`src/rtl/pitch_pkg.sv`:
```
// Shared constants, sample/coefficient types and frame FSM states for the
// analysis and synthesis Hann windowers.
package pitch_pkg;

  localparam int unsigned WINDOW     = 4096;
  localparam int unsigned HOP        = 1024;
  localparam int unsigned RING_DEPTH = 5120;

  localparam int unsigned IDX_W  = 12;
  localparam int unsigned RING_W = 13;

  localparam logic [IDX_W-1:0]  IDX_LAST  = IDX_W'(WINDOW - 1);
  // Frame indices below this limit overlap the previous frame and are accumulated.
  localparam logic [IDX_W-1:0]  ADD_LIMIT = IDX_W'(WINDOW - HOP);
  localparam logic [RING_W-1:0] RING_LAST = RING_W'(RING_DEPTH - 1);
  localparam logic [RING_W-1:0] RING_SIZE = RING_W'(RING_DEPTH);

  typedef logic signed [15:0] sample_t;
  typedef logic [15:0]        coef_t;

  typedef enum logic [1:0] {
    IDLE,
    RUN,
    DRAIN,
    DONE
  } state_e;

  // Fold an index in [0, 2*RING_DEPTH) back into the ring.
  function automatic logic [RING_W-1:0] ring_wrap(input logic [RING_W-1:0] a);
    return (a >= RING_SIZE) ? a - RING_SIZE : a;
  endfunction

  function automatic logic [RING_W-1:0] ring_inc(input logic [RING_W-1:0] a);
    return (a == RING_LAST) ? '0 : a + RING_W'(1);
  endfunction

endpackage

```
`src/rtl/hann_mac.sv`:
```
// Combinational Hann multiply plus optional saturating overlap-add.
module hann_mac
  import pitch_pkg::*;
(
  input  sample_t i_sample,
  input  coef_t   i_coef,
  input  sample_t i_acc,
  input  logic    i_add_en,
  output sample_t o_result
);

  logic signed [32:0] w_prod;
  sample_t            w_p;
  logic signed [16:0] w_sum;
  logic               w_unused_prod;

  // Coefficient is unsigned Q0.16, so zero-extend before the signed multiply.
  assign w_prod = $signed({1'b0, i_coef}) * i_sample;
  // |coef * sample| < 2^31, so the shifted product always fits in 16 bits.
  assign w_p           = w_prod[31:16];
  assign w_unused_prod = ^{w_prod[32], w_prod[15:0]};

  assign w_sum = {i_acc[15], i_acc} + {w_p[15], w_p};

  always_comb begin
    o_result = w_p;
    if (i_add_en) begin
      if (w_sum[16] != w_sum[15]) begin
        o_result = w_sum[16] ? 16'sh8000 : 16'sh7fff;
      end else begin
        o_result = w_sum[15:0];
      end
    end
  end

endmodule

```
`src/rtl/last_hannifier.sv`:
```
// Synthesis-side Hann windower: streams one IFFT frame through the Hann MAC and
// overlap-adds it into the output ring, pulsing done once the frame is committed.
module last_hannifier
  import pitch_pkg::*;
(
  input  logic              clk,
  input  logic              reset,
  input  logic [RING_W-1:0] window_start,
  input  logic              go_in,
  output logic [IDX_W-1:0]  in_buf_addr,
  input  logic [15:0]       in_buf_data,
  output logic [IDX_W-1:0]  hann_rom_addr,
  input  logic [15:0]       hann_rom_data,
  output logic [RING_W-1:0] ring_rd_addr,
  input  logic [15:0]       ring_rd_data,
  output logic [RING_W-1:0] ring_wr_addr,
  output logic [15:0]       ring_wr_data,
  output logic              ring_wren,
  output logic              busy,
  output logic              done
);

  state_e            r_state, w_state_d;
  logic [IDX_W-1:0]  r_idx, w_idx_d;
  logic [RING_W-1:0] r_rd_addr, w_rd_addr_d;
  logic              r_v1, w_v1_d;

  // Stage 2: read data is on the memory buses this cycle.
  logic              r_v2;
  logic              r_add2;
  logic [RING_W-1:0] r_addr2;

  logic              r_wren;
  logic [RING_W-1:0] r_wr_addr;
  sample_t           r_wr_data;
  logic              r_busy, w_busy_d;
  logic              r_done, w_done_d;
  sample_t           w_mac;

  hann_mac u_hann_mac (
    .i_sample (in_buf_data),
    .i_coef   (hann_rom_data),
    .i_acc    (ring_rd_data),
    .i_add_en (r_add2),
    .o_result (w_mac)
  );

  always_comb begin
    w_state_d   = r_state;
    w_idx_d     = r_idx;
    w_rd_addr_d = r_rd_addr;
    w_v1_d      = 1'b0;
    w_done_d    = 1'b0;
    unique case (r_state)
      IDLE: begin
        if (go_in) begin
          w_state_d   = RUN;
          w_idx_d     = '0;
          w_rd_addr_d = ring_wrap(window_start);
          w_v1_d      = 1'b1;
        end
      end
      RUN: begin
        if (r_idx == IDX_LAST) begin
          w_state_d = DRAIN;
        end else begin
          w_idx_d     = r_idx + IDX_W'(1);
          w_rd_addr_d = ring_inc(r_rd_addr);
          w_v1_d      = 1'b1;
        end
      end
      DRAIN: begin
        if (!r_v1 && !r_v2) begin
          w_state_d = DONE;
          w_done_d  = 1'b1;
        end
      end
      DONE: begin
        w_state_d = IDLE;
      end
      default: begin
        w_state_d = IDLE;
      end
    endcase
    w_busy_d = (w_state_d == RUN) || (w_state_d == DRAIN);
  end

  always_ff @(posedge clk) begin
    if (reset) begin
      r_state   <= IDLE;
      r_idx     <= '0;
      r_rd_addr <= '0;
      r_v1      <= 1'b0;
      r_v2      <= 1'b0;
      r_add2    <= 1'b0;
      r_addr2   <= '0;
      r_wren    <= 1'b0;
      r_wr_addr <= '0;
      r_wr_data <= '0;
      r_busy    <= 1'b0;
      r_done    <= 1'b0;
    end else begin
      r_state   <= w_state_d;
      r_idx     <= w_idx_d;
      r_rd_addr <= w_rd_addr_d;
      r_v1      <= w_v1_d;
      r_v2      <= r_v1;
      r_add2    <= (r_idx < ADD_LIMIT);
      r_addr2   <= r_rd_addr;
      r_wren    <= r_v2;
      if (r_v2) begin
        r_wr_addr <= r_addr2;
        r_wr_data <= w_mac;
      end
      r_busy    <= w_busy_d;
      r_done    <= w_done_d;
    end
  end

  assign in_buf_addr   = r_idx;
  assign hann_rom_addr = r_idx;
  assign ring_rd_addr  = r_rd_addr;
  assign ring_wr_addr  = r_wr_addr;
  assign ring_wr_data  = r_wr_data;
  assign ring_wren     = r_wren;
  assign busy          = r_busy;
  assign done          = r_done;

endmodule
```
`config.mk`:
```
export PLATFORM = sky130hd
export DESIGN_NAME = last_hannifier
export DESIGN_NICKNAME = d
export VERILOG_FILES = /design/src/rtl/pitch_pkg.sv /design/src/rtl/hann_mac.sv /design/src/rtl/last_hannifier.sv
export SDC_FILE = /design/constraint.sdc
export NUM_CORES = 1
export LEC_CHECK = 0
export BUFFER_PORTS_ARGS = -buffer_cell sky130_fd_sc_hd__buf_4
export CORE_MARGIN = 1.5
export CORE_UTILIZATION = 38
export DETAILED_ROUTE_END_ITERATION = 7
export GPL_ROUTABILITY_DRIVEN = 0
export MAX_ROUTING_LAYER = met4
export SYNTH_ARGS = -nofsm -noshare
export SYNTH_HDL_FRONTEND = slang
export SYNTH_SLANG_ARGS = --single-unit
```
`constraint.sdc`:
```
create_clock -name clk -period 24 [get_ports clk]
set_input_delay 1.2 -clock clk [delete_from_list [all_inputs] [get_ports clk]]
set_output_delay 1.2 -clock clk [all_outputs]
set_load 0.02 [all_outputs]
```
==> flow_summary_export.csv <==
group,metric,value,unit
cells_and_area,seq_area,0.00150,mm^2
route,ant_nets,0,
critical_path,rr_worst_depth,9,
route,wl_per_cell,16.1,um
critical_path,cp.arrival,9.91,ns
placed_design,dp_hpwl,25.0,mm
timing,fin_crit_sh,40.5,%
timing,max-slew-margin-rel,20.9,%
die,boundaryPins,133,
die,start_util,39.0,%
synth,yosys_most_used_dff,"dfxtp_1",
route,drt-total-wl,31.6,mm
clocking,holdBufCountCts,0,
critical_path,critPathKind,"in2reg",
timing,fmax,0.103,GHz
synth,synth_most_common_cell,"inv_1",
clocking,cts_max_path_buffers,2,
cells_and_area,fin_nets,1914,
critical_path,r2r_slack,21.37,ns
die,core.rowCount,65,
synth,ys_ff_latch,75,
critical_path,crit_top_cell,"fa_1",
clocking,post_cts_buffers,0,
clocking,numCtsBuffers,9,
synth,netlist_instances,1437,
synth,synth_nets,1832,
grt,grt_pass1_wl,52.6,mm
min_path,min_to,"r_v2",
synth,synth_commonest_cells,"257 x inv_1, 194 x fa_1, 168 x nand2_1, 137 x ha_1, 121 x and2_1",
critical_path,r2r_end,"ring_rd_addr[11]",
route,dr.pass1.iters,5,
run,maxCapViolCount,0,
synth,async_flop_share,0,%
min_path,worstHoldStart,"r_v1",
grt,overflow,0,
cells_and_area,diodes,0,
critical_path,cp_slowest_cell,"mux2i_1",
route,drt-initial-drc-count,464,
critical_path,critPathMaxFanout,15,
synth,syn_avg_cell_area,8.63,um^2
critical_path,cp-startpoint,"in_buf_data[15]",
timing,fin_worst_skew,0.00689,ns
synth,synth_enable_flop_cells,0,
timing,rsz0062_at_grt,"no",
timing,setup_viol,0,
synth,synth_top_area_share,31.3,%
critical_path,max_stage_delay,0.98,ns
clocking,path_clk_slew,0.06,ns
synth,ys_warn_count,0,
timing,tightest_slew,1.15,ns
critical_path,critical_path_buf_inv_count,5,
min_path,hold_depth,1,
critical_path,required,24.20,ns
timing,hold_violations,0,
die,coreArea,0.0318,mm^2
run_status,status,"completed",
clocking,cts_tree,"built",
route,via_count,9728,
clocking,clock-sinks,75,
min_path,hold_path.class,"reg2reg",
grt,antenna_found_initial,0,
die,fp.dieW,184,um
die,die_h,184,um
clocking,post_cts.resized_instances,0,
synth,synth_top_cells_by_area,"fa_1 31%, ha_1 14%, dfxtp_1 12%",
synth,yosysUniqueCellTypes,71,
route,drt-vias-per-instance,4.97,
grt,grt_pass1_vias,10146,
route,remaining_drc_errors,0,
timing,fin_crit,9.71,ns
critical_path,r2r_start,"ring_rd_addr[0]",
clocking,clock_latency,0.34,ns
grt,grt_max_degree,61,
cells_and_area,nFillCells,3192,
critical_path,cp-end-kind,"flop",
cells_and_area,drive_above_1_share,10.8,%
synth,syn_area,0.0124,mm^2
clocking,htreeDepth,3,
cells_and_area,multi_input_area,0.00964,mm^2
synth,synth-seq-area-share,12.1,%
timing,finalMaxSlewViolations,0,
timing,finalSetupTns,0,ns
clocking,cts_root_buf,"clkbuf_16",
placed_design,port_buffers,132,
cells_and_area,area_growth,12.8,%
synth,yosys.area.top_type,"fa_1",
grt,grt_usage,20.2,%
critical_path,crit_path_start_kind,"primary input",
die,dieArea,0.0337,mm^2
critical_path,critical-path-top-delay-family,"adder cells",
==> flip-flops by register name, summed over array words and instances (netlist names) <==
| register | flops |
|---|---|
| r_addr2 | 13 |
| r_state | 2 |
| ring_wren | 1 |
| done | 1 |
| r_v1 | 1 |
| ring_wr_data | 16 |
| r_add2 | 1 |
| ring_wr_addr | 13 |
| busy | 1 |
| hann_rom_addr | 12 |
| r_v2 | 1 |
| ring_rd_addr | 13 |
==> cell usage in the layout (no fill, tap or decap), types with 4 or more instances in the layout <==
cell type	synthesis	layout
or3_1	4	4
nand2_1	168	168
inv_1	257	257
fa_1	194	194
o211ai_1	7	7
a32o_1	4	4
nand3_1	15	15
nand4_1	7	7
nand2b_1	11	11
mux2i_1	16	16
nor2_1	92	92
a21oi_1	43	43
a31oi_1	8	8
nor3_1	15	15
xor2_1	19	19
nor2b_1	14	14
and2_1	121	121
and3_1	11	11
clkbuf_16	0	9
buf_4	12	134
a211oi_1	9	9
a22oi_1	8	8
xnor2_1	17	17
o32ai_1	4	4
o31ai_1	4	4
ha_1	137	137
o21a_1	7	7
o21ai_0	36	36
dfxtp_1	75	75
a21o_1	11	11
==> worst max-delay path by stage <==
stage	endpoint	slack (ns)	cells past startpoint
finish	ring_wr_data[3]	14.29	28
global route	ring_wr_data[3]	13.74	28
CTS	ring_wr_data[3]	14.31	29
detailed placement	ring_wr_data[3]	13.97	29
global placement	ring_wr_data[3]	14.33	29
floorplan	ring_wr_data[8]	15.30	30
==> stage by stage <==
| step | std cells | hold WS [ns] | utilization (%) | worst slack, ns | instance area [um^2] |
|---|---|---|---|---|---|
| 2_1_floorplan | 1437 | 0.439 | - | 15.30 | 12400 |
| 3_3_place_gp | 1943 | 0.448 | 43.0 | 14.33 | 13700 |
| 3_5_place_dp | 1943 | 0.456 | 43.0 | 13.97 | 13700 |
| 4_1_cts | 1959 | 0.466 | 44.0 | 14.31 | 14000 |
| 5_1_grt | 1959 | 0.475 | 44.0 | 13.74 | 14000 |
| 6_report | 1959 | 0.464 | 44.0 | 14.29 | 14000 |
==> final cells by class <==
class                           instances  share of cell area (%)
Multi-Input combinational cell       1040                    68.9
Sequential cell                        75                    10.7
Timing Repair Buffer                  134                    7.19
Tap cell                              435                    3.89
Inverter                              259                    6.95
Clock inverter                          6                   0.689
Clock buffer                           10                    1.64
==> cells by family after synthesis <==
family,synth area share [%]
AND/OR/NAND/NOR,18.4
adder cells (fa/ha/maj),45.1
buffers and inverters,10.2
flip-flops,12.1
AO/OA/AOI/OAI,10.3
XOR/XNOR,2.54
multiplexers,1.38
==> layer usage <==
layer  track usage, %  part of all wire (%)  vias to the layer above  wire, um
met2             31.6                    46                      233     14500
met4             3.44                  0.89                        0       280
li1                 -                     -                     4698         -
met5                -                     0                        -         0
met1             28.0                    48                     4781     15100
met3             3.27                   5.5                       16      1740
Power is left out: the tool's default activity adds up to more than one toggle a clock period on the data nets, which glitch-free logic cannot reach.
